File: config.mk
export PLATFORM = sky130hd
export DESIGN_NAME = fetch_sequencer
export DESIGN_NICKNAME = d
export VERILOG_FILES = /design/src/rtl/fetch_pkg.sv /design/src/rtl/retire_counter.sv /design/src/rtl/fetch_sequencer.sv
export SDC_FILE = /design/constraint.sdc
export NUM_CORES = 1
export LEC_CHECK = 0
export BUFFER_PORTS_ARGS = -buffer_cell sky130_fd_sc_hd__buf_2
export CAP_MARGIN = 20
export CORE_UTILIZATION = 30
export DETAILED_ROUTE_END_ITERATION = 8
export PLACE_DENSITY = 0.66
export SLEW_MARGIN = 5
export SYNTH_ARGS = -nofsm -noshare
export SYNTH_HDL_FRONTEND = slang
export SYNTH_SLANG_ARGS = --single-unit
File: constraint.sdc
create_clock -name clk -period 2.3 [get_ports clk]
set_clock_uncertainty 0.05 [all_clocks]
set_input_delay 0.46 -clock clk [delete_from_list [all_inputs] [get_ports clk]]
set_output_delay 0.46 -clock clk [all_outputs]
set_load 0.1 [all_outputs]
File: src/rtl/fetch_pkg.sv
// Shared types and constants for the fetch sequencer and its bench.
package fetch_pkg;

    localparam int unsigned WORD_W = 32;

    typedef enum logic [1:0] {
        ST_FETCH  = 2'd0,
        ST_EXEC   = 2'd1,
        ST_HALTED = 2'd2,
        ST_TRAP   = 2'd3
    } state_e;

    localparam logic [WORD_W-1:0] NOP_INSTR = 32'h0000_0013;
    localparam logic [WORD_W-1:0] PC_STEP   = 32'd4;
    localparam logic [6:0]        OPC_JAL   = 7'b1101111;

endpackage

File: src/rtl/retire_counter.sv
// Free-running retired-instruction counter with synchronous clear; wraps at 2^WIDTH.
module retire_counter #(
    parameter int unsigned WIDTH = 32
) (
    input  logic             clk,
    input  logic             rst,
    input  logic             i_en,
    input  logic             i_clr,
    output logic [WIDTH-1:0] o_count
);

    logic [WIDTH-1:0] r_count;

    always_ff @(posedge clk or posedge rst) begin
        if (rst) begin
            r_count <= '0;
        end else if (i_clr) begin
            r_count <= '0;
        end else if (i_en) begin
            r_count <= r_count + WIDTH'(1);
        end
    end

    assign o_count = r_count;

endmodule

File: src/rtl/fetch_sequencer.sv
// Multi-cycle fetch/commit sequencer: owns the PC, fetches over req/ready, pulses exec_en once per instruction.
// Optional retired-instruction counter enabled by defining RETIRE_COUNT_EN.
module fetch_sequencer
    import fetch_pkg::*;
#(
    parameter logic [31:0] RESET_PC = 32'h0000_0000,
    parameter int unsigned XLEN     = 32
) (
    input  logic            clk,
    input  logic            rst,
    output logic            imem_req,
    output logic [XLEN-1:0] imem_addr,
    input  logic            imem_ready,
    input  logic [XLEN-1:0] imem_rdata,
    output logic [XLEN-1:0] instr,
    output logic [XLEN-1:0] pc,
    output logic [XLEN-1:0] pc_next,
    output logic            exec_en,
    input  logic            redirect_valid,
    input  logic [XLEN-1:0] redirect_target,
    input  logic            halt_req,
    output logic            halted,
    output logic            trap,
    output logic [XLEN-1:0] instret
);

    state_e          r_state;
    logic [XLEN-1:0] r_pc;
    logic [XLEN-1:0] r_instr;
    logic            r_imem_req;
    logic            r_exec_en;
    logic            r_halted;
    logic            r_trap;

    state_e          w_state_nxt;
    logic [XLEN-1:0] w_pc_nxt;
    logic [XLEN-1:0] w_instr_nxt;
    logic            w_req_nxt;
    logic            w_exec_nxt;
    logic            w_halted_nxt;
    logic            w_trap_nxt;
    logic [XLEN-1:0] w_pc_inc;
    logic            w_misaligned;

    assign w_pc_inc     = r_pc + PC_STEP;
    assign w_misaligned = redirect_valid && (redirect_target[1:0] != 2'b00);

    // State and registered outputs
    always_ff @(posedge clk or posedge rst) begin
        if (rst) begin
            r_state    <= ST_FETCH;
            r_pc       <= RESET_PC;
            r_instr    <= NOP_INSTR;
            r_imem_req <= 1'b0;
            r_exec_en  <= 1'b0;
            r_halted   <= 1'b0;
            r_trap     <= 1'b0;
        end else begin
            r_state    <= w_state_nxt;
            r_pc       <= w_pc_nxt;
            r_instr    <= w_instr_nxt;
            r_imem_req <= w_req_nxt;
            r_exec_en  <= w_exec_nxt;
            r_halted   <= w_halted_nxt;
            r_trap     <= w_trap_nxt;
        end
    end

    // Next-state logic; outputs are computed one cycle ahead so they leave flops
    always_comb begin
        w_state_nxt  = r_state;
        w_pc_nxt     = r_pc;
        w_instr_nxt  = r_instr;
        w_req_nxt    = r_imem_req;
        w_exec_nxt   = 1'b0;
        w_halted_nxt = r_halted;
        w_trap_nxt   = r_trap;
        case (r_state)
            ST_FETCH: begin
                w_req_nxt = 1'b1;
                if (r_imem_req && imem_ready) begin
                    w_instr_nxt = imem_rdata;
                    w_req_nxt   = 1'b0;
                    w_exec_nxt  = 1'b1;
                    w_state_nxt = ST_EXEC;
                end
            end
            ST_EXEC: begin
                if (w_misaligned) begin
                    w_trap_nxt   = 1'b1;
                    w_halted_nxt = 1'b1;
                    w_req_nxt    = 1'b0;
                    w_state_nxt  = ST_TRAP;
                end else begin
                    w_pc_nxt = redirect_valid ? redirect_target : w_pc_inc;
                    if (halt_req) begin
                        w_halted_nxt = 1'b1;
                        w_req_nxt    = 1'b0;
                        w_state_nxt  = ST_HALTED;
                    end else begin
                        w_req_nxt   = 1'b1;
                        w_state_nxt = ST_FETCH;
                    end
                end
            end
            ST_HALTED: begin
                w_halted_nxt = 1'b1;
                w_req_nxt    = 1'b0;
                if (!halt_req) begin
                    w_halted_nxt = 1'b0;
                    w_req_nxt    = 1'b1;
                    w_state_nxt  = ST_FETCH;
                end
            end
            ST_TRAP: begin
                w_trap_nxt   = 1'b1;
                w_halted_nxt = 1'b1;
                w_req_nxt    = 1'b0;
            end
            default: begin
                w_state_nxt = ST_FETCH;
            end
        endcase
    end

    assign imem_req  = r_imem_req;
    assign imem_addr = r_pc;
    assign instr     = r_instr;
    assign pc        = r_pc;
    assign pc_next   = w_pc_inc;
    assign exec_en   = r_exec_en;
    assign halted    = r_halted;
    assign trap      = r_trap;

`ifdef RETIRE_COUNT_EN
    // A committing instruction retires unless its redirect traps
    logic w_retire;
    assign w_retire = r_exec_en && !w_misaligned;

    retire_counter #(
        .WIDTH(XLEN)
    ) u_retire_counter (
        .clk    (clk),
        .rst    (rst),
        .i_en   (w_retire),
        .i_clr  (1'b0),
        .o_count(instret)
    );
`else
    assign instret = '0;
`endif

endmodule

==> out/results.tsv <==
metric	value	unit
rsz0062_at_grt	true	
yosys.area.top_type	dfrtp_1	
path_class	flip-flop to output port	
hold_slack	0.0246	ns
worst-endpoint-arrival	1.98	ns
grt_pass1_wl	24.2	mm
drive_above_1_share	62.9	%
postSynthAreaPerCell	9.68	um2
yosys_warnings	0	
yosysSeqAreaShare	38.3	%
start_util	31.1	%
required	1.79	ns
muxShareOfSynthArea	8.54	%
clock-sinks	70	
first_global_vias	4490	
drt_first_pass_iters	9	
avgRoutedWirePerCell	17.7	um
grt_usage	19.8	%
stdcell_count	914	
dp.final_hpwl	11.6	mm
synth_xor_xnor_area_share	4.96	%
drtIter0Drc	344	
final_area	7740	um2
endpoint_kind	output port	
synth-seq-cells	70	
violations	design-rule violations, negative setup slack	
crit_chain	nand4_4 -> or3_4 -> or2_4 -> xnor2_4 -> buf_12	
synth.top_cells.by_count	buf_4, dfrtp_1, mux2_2	
antenna_left	0	
io_pins	233	
overflow	0	
clock_latency	0.34	ns
dpl-instance-area	6730	um2
critical-path-max-stage-delay	0.43	ns
hold_violations	0	
maxSlewHeadroom	59.5	%
fin_crit	2.49	ns
clk_path_buf_depth	2	
diodes	0	
via_per_inst	5.14	
critPathLaunchType	flip-flop	
min_path_type	input pin to async pin	
synth_top_family_by_area	simple AND/OR/NAND/NOR gates	
num_rows	44	
async_flop_share	100	%
area_growth	68.6	%
cts-root-buf	clkbuf_16	
cts-htree-levels	3	
worst_slack	-0.189	ns
fillers	1260	
setup_viol_count_final	24	
numPortBuffers	200	
drv_slew	0	
ys.flop_type	dfrtp_1	
synth_cells	474	
clk_pin_slew	0.06	ns
die_h	126	um
fp.dieW	126	um
synth_enable_flop_cells	0	
yosysTopAreaCellShare	36.5	%
tightest_slew	0.606	ns
vias	4695	
antenna_found_initial	0	
crit_path_max_fanout	4	
synth_area	4590	um2
ys_types	59	
grt_max_degree	36	
design.die.area	15800	um2
cts_tree	built	
cpMaxStageDelayCell	or3_4	
dpl.cell_count	851	
cap_violations	0	
nets	801	
drt_wl_total	16.2	mm
status	finished with violations	
place_congestion	0.878	
timing.fmax	402	MHz
synthAdderAreaFrac	1.91	%
synthSimpleGateAreaFrac	15.7	%
remaining_drc_errors	9	
synth.area.top_cells	dfrtp_1, buf_4, mux2_2, xnor2_1, o21ai_0	
synth-compound-area-share	15.5	%
core	14800	um2
timing.final.crit_share	108	%
cts_buffers	9	
## stage by stage
step	TNS (ns)	utilization, %	setup slack, ns
floorplan	-15.09	-	-0.732
global placement	0	45.6	0.0381
detailed placement	-0.0379	45.6	-0.0198
CTS	-2.83	51.2	-0.203
global route	-4.04	52.4	-0.232
finish	-2.87	52.4	-0.189
## sequential cells by signal, summed over array words and instances (netlist names)
| register | count |
|---|---|
| imem_req | 1 |
| r_state | 2 |
| imem_addr | 32 |
| halted | 1 |
| exec_en | 1 |
| instr | 32 |
| trap | 1 |
## layout make-up
| type | count | area (um2) | area share [%] |
|---|---|---|---|
| timing repair buffer | 304 | 2310 | 29.8 |
| inverter | 20 | 75.1 | 0.970 |
| sequential | 70 | 1790 | 23.2 |
| tap | 184 | 230 | 2.98 |
| clock inverter | 6 | 93.8 | 1.21 |
| clock buffer | 10 | 229 | 2.96 |
| multi-input combinational | 320 | 3010 | 38.9 |
## worst paths after layout
check / from / end / slack (ns) / depth (start not counted)
worst max-delay path: imem_addr[10] / pc_next[26] / -0.19 / 5
worst min-delay path: rst / instr[8] / 0.02 / 2
worst max register to register: imem_addr[20] / imem_addr[24] / 0.21 / 10
worst min register to register: trap / trap / 0.42 / 2
max in group asynchronous: rst / instr[1] / 1.52 / 3
min in group clk: imem_rdata[17] / instr[17] / 0.30 / 2
## worst max-delay path: cells and delay by family, from the launching register on
kind | cells | cell delay (ns)
XOR/XNOR | 1 | 0.16
buffers and inverters | 1 | 0.19
flip-flops | 1 | 0.41
AND/OR/NAND/NOR | 3 | 0.88
## cells by family (layout without fill, tap and decap cells)
| group | Yosys count | after routing |
|---|---|---|
| AOI/OAI and AO/OA | 102 | 102 |
| xor gates and xnor gates | 26 | 26 |
| adders and majority gates | 7 | 7 |
| buffers and inverters | 115 | 340 |
| DFF | 70 | 70 |
| muxes | 35 | 35 |
| other | 1 | 32 |
| and+or+nand+nor | 118 | 118 |
## layer usage
| layer | global-route usage (%) | up-vias | part of all wire [%] | wire length, um |
|---|---|---|---|---|
| met5 | 0 | - | 0 | 0 |
| met2 | 34.5 | 222 | 52 | 8430 |
| li1 | - | 2106 | - | - |
| met4 | 8.68 | 0 | 2.6 | 427 |
| met1 | 24.1 | 2338 | 39 | 6370 |
| met3 | 3.06 | 29 | 5.9 | 958 |
## cell usage in the layout (no fill, tap or decap), drive strengths merged, types with 6 or more instances in the layout
master / count
o2bb2ai: 8
a21oi: 19
xnor2: 17
nand4: 12
nor4: 7
dfrtp: 67
buf: 304
and3: 7
xor2: 9
conb: 32
o21ai: 21
mux2: 33
o211ai: 6
inv: 21
nand2: 22
o311ai: 6
a31oi: 11
nor3: 14
nor2: 21
clkbuf: 10
ha: 7
a311o: 6
a22oi: 6
nand3: 19
## repair_timing
item                       in CTS  in global routing
setup endpoints to repair      25                 24
cloned                          1                  0
gates resized for setup        43                 28
hold buffers                    0                  0
pin swaps                      26                 14
buffers inserted               38                  8
Power is not shown: default switching activity piles up to over one toggle a cycle in this logic, so the estimate is an artifact.
